## src/rtl/ram_bus_arbiter_pkg.sv

```systemverilog
// Shared encodings for the two-port TestRam arbiter.
// State, requester id and read/write direction codes.
package ram_bus_arbiter_pkg;

  typedef enum logic [1:0] {
    ST_IDLE  = 2'd0,
    ST_ISSUE = 2'd1,
    ST_WAIT  = 2'd2,
    ST_DONE  = 2'd3
  } arb_state_t;

  localparam logic ID_R0 = 1'b0;
  localparam logic ID_R1 = 1'b1;

  localparam logic RDWR_READ  = 1'b0;
  localparam logic RDWR_WRITE = 1'b1;

  function automatic logic is_write(input logic rdwr);
    return rdwr == RDWR_WRITE;
  endfunction

endpackage

```

## src/rtl/ram_arb_rr_pick.sv

```systemverilog
// Round-robin pick between two request levels.
// On a tie the requester that was not served last wins.
module ram_arb_rr_pick
  import ram_bus_arbiter_pkg::*;
(
  input  logic req0,
  input  logic req1,
  input  logic last_grant,
  output logic valid,
  output logic id
);

  always_comb begin
    valid = req0 | req1;
    id    = ID_R1;
    unique case (1'b1)
      req0 && req1:  id = ~last_grant;
      req0 && !req1: id = ID_R0;
      default:       id = ID_R1;
    endcase
  end

endmodule

```

## src/rtl/ram_bus_arbiter.sv

```systemverilog
// Shares a single-port TestRam between r0 (cpu) and r1 (loader).
// One access at a time: IDLE -> ISSUE -> (WAIT) -> DONE.
module ram_bus_arbiter
  import ram_bus_arbiter_pkg::*;
#(
  parameter int ADDR_MSB_POS = 15,
  parameter int DATA_MSB_POS = 7,
  parameter int WAIT_LIMIT   = 15,
  parameter int WAIT_CNT_MSB = 3
) (
  input  logic                  clk,
  input  logic                  rst,
  input  logic                  r0_req,
  input  logic                  r1_req,
  input  logic                  r0_which_rdwr,
  input  logic                  r1_which_rdwr,
  input  logic [ADDR_MSB_POS:0] r0_addr,
  input  logic [ADDR_MSB_POS:0] r1_addr,
  input  logic [DATA_MSB_POS:0] r0_data_out,
  input  logic [DATA_MSB_POS:0] r1_data_out,
  output logic                  r0_ack,
  output logic                  r1_ack,
  output logic [DATA_MSB_POS:0] rdata,
  output logic                  timeout_err,
  output logic                  busy,
  output logic                  grant_id,
  output logic                  ram_we,
  output logic [ADDR_MSB_POS:0] ram_addr,
  output logic [DATA_MSB_POS:0] ram_data_in,
  input  logic [DATA_MSB_POS:0] ram_data_out,
  input  logic                  ram_data_ready
);

  localparam int CW = WAIT_CNT_MSB + 1;
  localparam logic [WAIT_CNT_MSB:0] LIMIT = CW'(WAIT_LIMIT);

  arb_state_t            state;
  logic                  last_grant;
  logic                  is_wr;
  logic [WAIT_CNT_MSB:0] wait_cnt;

  logic                  pick_valid;
  logic                  pick_id;
  logic                  sel_rdwr;
  logic [ADDR_MSB_POS:0] sel_addr;
  logic [DATA_MSB_POS:0] sel_data;

  ram_arb_rr_pick u_pick (
    .req0       (r0_req),
    .req1       (r1_req),
    .last_grant (last_grant),
    .valid      (pick_valid),
    .id         (pick_id)
  );

  assign sel_rdwr = pick_id ? r1_which_rdwr : r0_which_rdwr;
  assign sel_addr = pick_id ? r1_addr : r0_addr;
  assign sel_data = pick_id ? r1_data_out : r0_data_out;

  // The RAM address/data registers double as the request latch,
  // so they are loaded at grant and are valid throughout ISSUE.
  always_ff @(posedge clk) begin
    if (!rst) begin
      state       <= ST_IDLE;
      ram_we      <= 1'b0;
      ram_addr    <= '0;
      ram_data_in <= '0;
      r0_ack      <= 1'b0;
      r1_ack      <= 1'b0;
      rdata       <= '0;
      timeout_err <= 1'b0;
      busy        <= 1'b0;
      grant_id    <= ID_R1;
      last_grant  <= ID_R1;
      is_wr       <= 1'b0;
      wait_cnt    <= '0;
    end else begin
      r0_ack      <= 1'b0;
      r1_ack      <= 1'b0;
      timeout_err <= 1'b0;
      ram_we      <= 1'b0;
      unique case (state)
        ST_IDLE: begin
          if (pick_valid) begin
            state       <= ST_ISSUE;
            busy        <= 1'b1;
            grant_id    <= pick_id;
            is_wr       <= is_write(sel_rdwr);
            ram_we      <= is_write(sel_rdwr);
            ram_addr    <= sel_addr;
            ram_data_in <= sel_data;
          end
        end
        ST_ISSUE: begin
          if (is_wr) begin
            state  <= ST_DONE;
            r0_ack <= (grant_id == ID_R0);
            r1_ack <= (grant_id == ID_R1);
          end else begin
            state    <= ST_WAIT;
            wait_cnt <= CW'(1);
          end
        end
        ST_WAIT: begin
          if (ram_data_ready) begin
            rdata  <= ram_data_out;
            state  <= ST_DONE;
            r0_ack <= (grant_id == ID_R0);
            r1_ack <= (grant_id == ID_R1);
          end else if (wait_cnt == LIMIT) begin
            rdata       <= '1;
            timeout_err <= 1'b1;
            state       <= ST_DONE;
            r0_ack      <= (grant_id == ID_R0);
            r1_ack      <= (grant_id == ID_R1);
          end else begin
            wait_cnt <= wait_cnt + 1'b1;
          end
        end
        ST_DONE: begin
          state      <= ST_IDLE;
          busy       <= 1'b0;
          last_grant <= grant_id;
        end
        default: state <= ST_IDLE;
      endcase
    end
  end

  a_ack_onehot: assert property (
    @(posedge clk) !(r0_ack && r1_ack));
  a_to_with_ack: assert property (
    @(posedge clk) timeout_err |-> (r0_ack || r1_ack));
  a_we_in_issue: assert property (
    @(posedge clk) ram_we |-> (state == ST_ISSUE));

endmodule

```

## config.mk

```make
export PLATFORM = sky130hd
export DESIGN_NAME = ram_bus_arbiter
export DESIGN_NICKNAME = d
export VERILOG_FILES = /design/src/rtl/ram_bus_arbiter_pkg.sv /design/src/rtl/ram_arb_rr_pick.sv /design/src/rtl/ram_bus_arbiter.sv
export SDC_FILE = /design/constraint.sdc
export NUM_CORES = 1
export LEC_CHECK = 0
export CAP_MARGIN = 15
export CORE_MARGIN = 2
export CORE_UTILIZATION = 44
export CTS_CLUSTER_SIZE = 20
export DETAILED_ROUTE_END_ITERATION = 8
export GPL_TIMING_DRIVEN = 0
export PLACE_DENSITY_LB_ADDON = 0.25
export SLEW_MARGIN = 20
export SYNTH_ARGS = -nofsm -noshare
export SYNTH_HDL_FRONTEND = slang
export SYNTH_SLANG_ARGS = --single-unit
```

## constraint.sdc

```tcl
create_clock -name clk -period 4.6 [get_ports clk]
set_clock_uncertainty 0.05 [all_clocks]
set_input_delay 1.15 -clock clk [delete_from_list [all_inputs] [get_ports clk]]
set_output_delay 1.15 -clock clk [all_outputs]
set_load 0.02 [all_outputs]
```

==> results.txt <==
Setup Viol. Count Final = 0
Drt total wl = 5920 um
Share of the synthesized area in the top cell type = 43.7%
Unique masters post-synth = 33
Placed Cells = 390
Critical Path AT = 1.37 ns
Post-Syn Instances = 238
Final Core Density = 69.6%
Die footprint = 5360 um2
H-tree depth = 2
IO Pins = 101
Final TNS setup = 0 ns
Max-cap viol count = 0
Initial Util = 45.2%
TritonCTS clock tree = done
Crit. End Element = output pin
Worst Path Max Fanout = 5
FFs w/ async S/R, synth = 0%
Worst vdd ir = 0.000222 V
Hpwl dp = 4390 um
Part of the cycle the worst path needs = 55.8%
CP Launch Type = flip-flop
DRT iter0 DRCs = 115
Number of global-route vias before repair = 2209
Max-Slew Margin vs Limit = 68.6%
Largest area contributor in the netlist = dfxtp_1
CP required = 3.40 ns
First-pass iteration count of the detailed router = 4
Post-route DRC violation count = 0
Fmax = 390 MHz
CP max stage delay = 0.64 ns
Lkg Pwr = 0.00115 uW
Fill count = 391
Slowest CP cell = clkdlybuf4s50_1
Post-synth EDFFs = 0
Postcts setup bufs = 0
CP Depth = 1
Clk sinks = 46
Routed length per placed instance = 14.9 um
Synthesis-stage register bit count = 46
Placer congestion estimate = 0.835
R2R cell count = 6
First-pass GRT wire length = 9790 um
Ant. Diodes = 0
GRT Util Overall = 23.2%
Row Count = 25
Reg area = 921 um2
Hold Crit Class = reg2reg
Die Height = 73.2 um
Layout area overhead = 53.9%
# resized after CTS = 0
WHS Path Cells = 2
Critical path buffer and inverter count = 1
Post-Layout Cell Count = 398
Outcome = complete, no violations
CTS root buf = clkbuf_8
RSZ-0062 raised after global routing = false
# port buffers = 98
Top_reg_cell synth = dfxtp_1
Final worst slack = 2.03 ns
Post-DRT Antenna Nets = 0
Clock slew at reported path FFs = 0.09 ns
Post-Syn Nets = 307
Final nets = 412
Crit-path cells = clkdlybuf4s50_1
Via density = 5.66
Mapped Area = 2110 um2
Design Area, Final = 3240 um2
Delay-heaviest family, CP = buffers and inverters
Min Tclk post-route = 2.57 ns
Pin count of the biggest net entering global routing = 15
Placed Area = 3160 um2
CORE AREA = 4660 um2
Avg Inst Size Synth = 8.85 um2
Final Hold Violating Endpoints = 0
Via count = 2253
Pre-CTS setup slack = 1.72 ns
Synthesis Warnings = 0
Multi-input combinational cell area = 1080 um2
Setup CP Type = reg2out
Clk buf depth = 2
Final Slew Violations = 0
Gr ovfl total = 0
Share of layout cells above drive strength 1 = 6.40%
Die width = 73.2 um
TritonCTS Buffers = 5
Slew @ Worst Pin = 0.472 ns
Top cells by area, synth = dfxtp_1 44%, o21ai_0 12%, nand3b_1 8.9%, a31oi_1 8.0%, o221a_2 4.8%
Clk Latency, worst-skew pair = 0.30 ns
Initial antenna violation count = 0
Power Dens Cells = 460 nW/um2
Post-CTS Hold Buffers = 0
Sequential area share after synthesis = 43.7%
stage by stage:
step / hold WS [ns] / power [uW]
after global placement: 0.405 / 1240
after CTS: 0.438 / 1500
final: 0.444 / 1490
after detailed placement: 0.416 / 1250
after global routing: 0.476 / 1580
after floorplan: 0.392 / 946
layer usage:
layer  up-vias  global-route usage, %  share of wire (%)
met5         -                      0                  0
met4         0                   6.58                1.3
met3         8                   8.29                8.9
met2       102                   39.0                 48
met1      1035                   27.6                 42
li1       1108                      -                  -
registers in the layout (all words and copies together), names as in the netlist:
register,flops
timeout_err,1
r0_ack,1
grant_id,1
ram_data_in,8
ram_addr,16
last_grant,1
state,2
rdata,8
busy,1
ram_we,1
is_wr,1
wait_cnt,4
r1_ack,1
worst paths after layout:
| kind | from | endpoint | slack [ns] |
|---|---|---|---|
| worst min-delay path | last_grant | last_grant | 0.44 |
| worst max register to register | state[0] | rdata[6] | 2.80 |
| worst max-delay path | grant_id | grant_id | 2.03 |
| worst min register to register | last_grant | last_grant | 0.44 |
power breakdown:
| group | internal [uW] | switching, uW |
|---|---|---|
| clock | 107 | 134 |
| combinational | 323 | 360 |
| sequential | 503 | 64.6 |
| total | 934 | 559 |
cells in the mapped netlist (3+ instances only):
| library cell | n |
|---|---|
| nand2_1 | 12 |
| a31oi_1 | 27 |
| o21ai_0 | 51 |
| buf_2 | 4 |
| clkbuf_1 | 18 |
| inv_1 | 6 |
| dfxtp_1 | 46 |
| o221a_2 | 9 |
| nand3_1 | 3 |
| nor2_1 | 5 |
| ha_1 | 6 |
| nand3b_1 | 25 |
cell usage in the layout (no fill, tap or decap), types with 2 or more instances in the layout:
| master | synthesis | layout |
|---|---|---|
| clkdlybuf4s50_1 | 0 | 98 |
| o21ai_0 | 51 | 51 |
| dfxtp_1 | 46 | 46 |
| a31oi_1 | 27 | 27 |
| nand3b_1 | 25 | 25 |
| clkbuf_1 | 18 | 19 |
| nand2_1 | 12 | 12 |
| o221a_2 | 9 | 9 |
| inv_1 | 6 | 6 |
| ha_1 | 6 | 6 |
| nor2_1 | 5 | 5 |
| clkbuf_8 | 0 | 5 |
| buf_2 | 4 | 4 |
| nand3_1 | 3 | 3 |
| and2_1 | 2 | 2 |
| a311oi_1 | 2 | 2 |
| o2111a_1 | 2 | 2 |
| a21oi_1 | 2 | 2 |
| mux2i_1 | 2 | 2 |
cell type report:
cell class              count  share of cell area, %
plain buffers              22                   2.70
clock buffers               6                   2.24
clock inverters             2                  0.425
inverters                   6                  0.695
multi-input cells         164                   33.2
flip-flops and latches     46                   28.4
well taps                  54                   2.08
repair buffers             98                   30.3
cells by family (layout without fill, tap and decap cells):
family / count (synthesis) / in the layout / synth area share [%]
AOI/OAI and AO/OA: 102 / 102 / 30.7
adders and majority gates: 6 / 6 / 3.56
buffers and inverters: 28 / 134 / 5.23
DFF: 46 / 46 / 43.7
muxes: 2 / 2 / 0.950
and+or+nand+nor: 54 / 54 / 15.9
No activity file was read; power rests on OpenSTA's default activity.
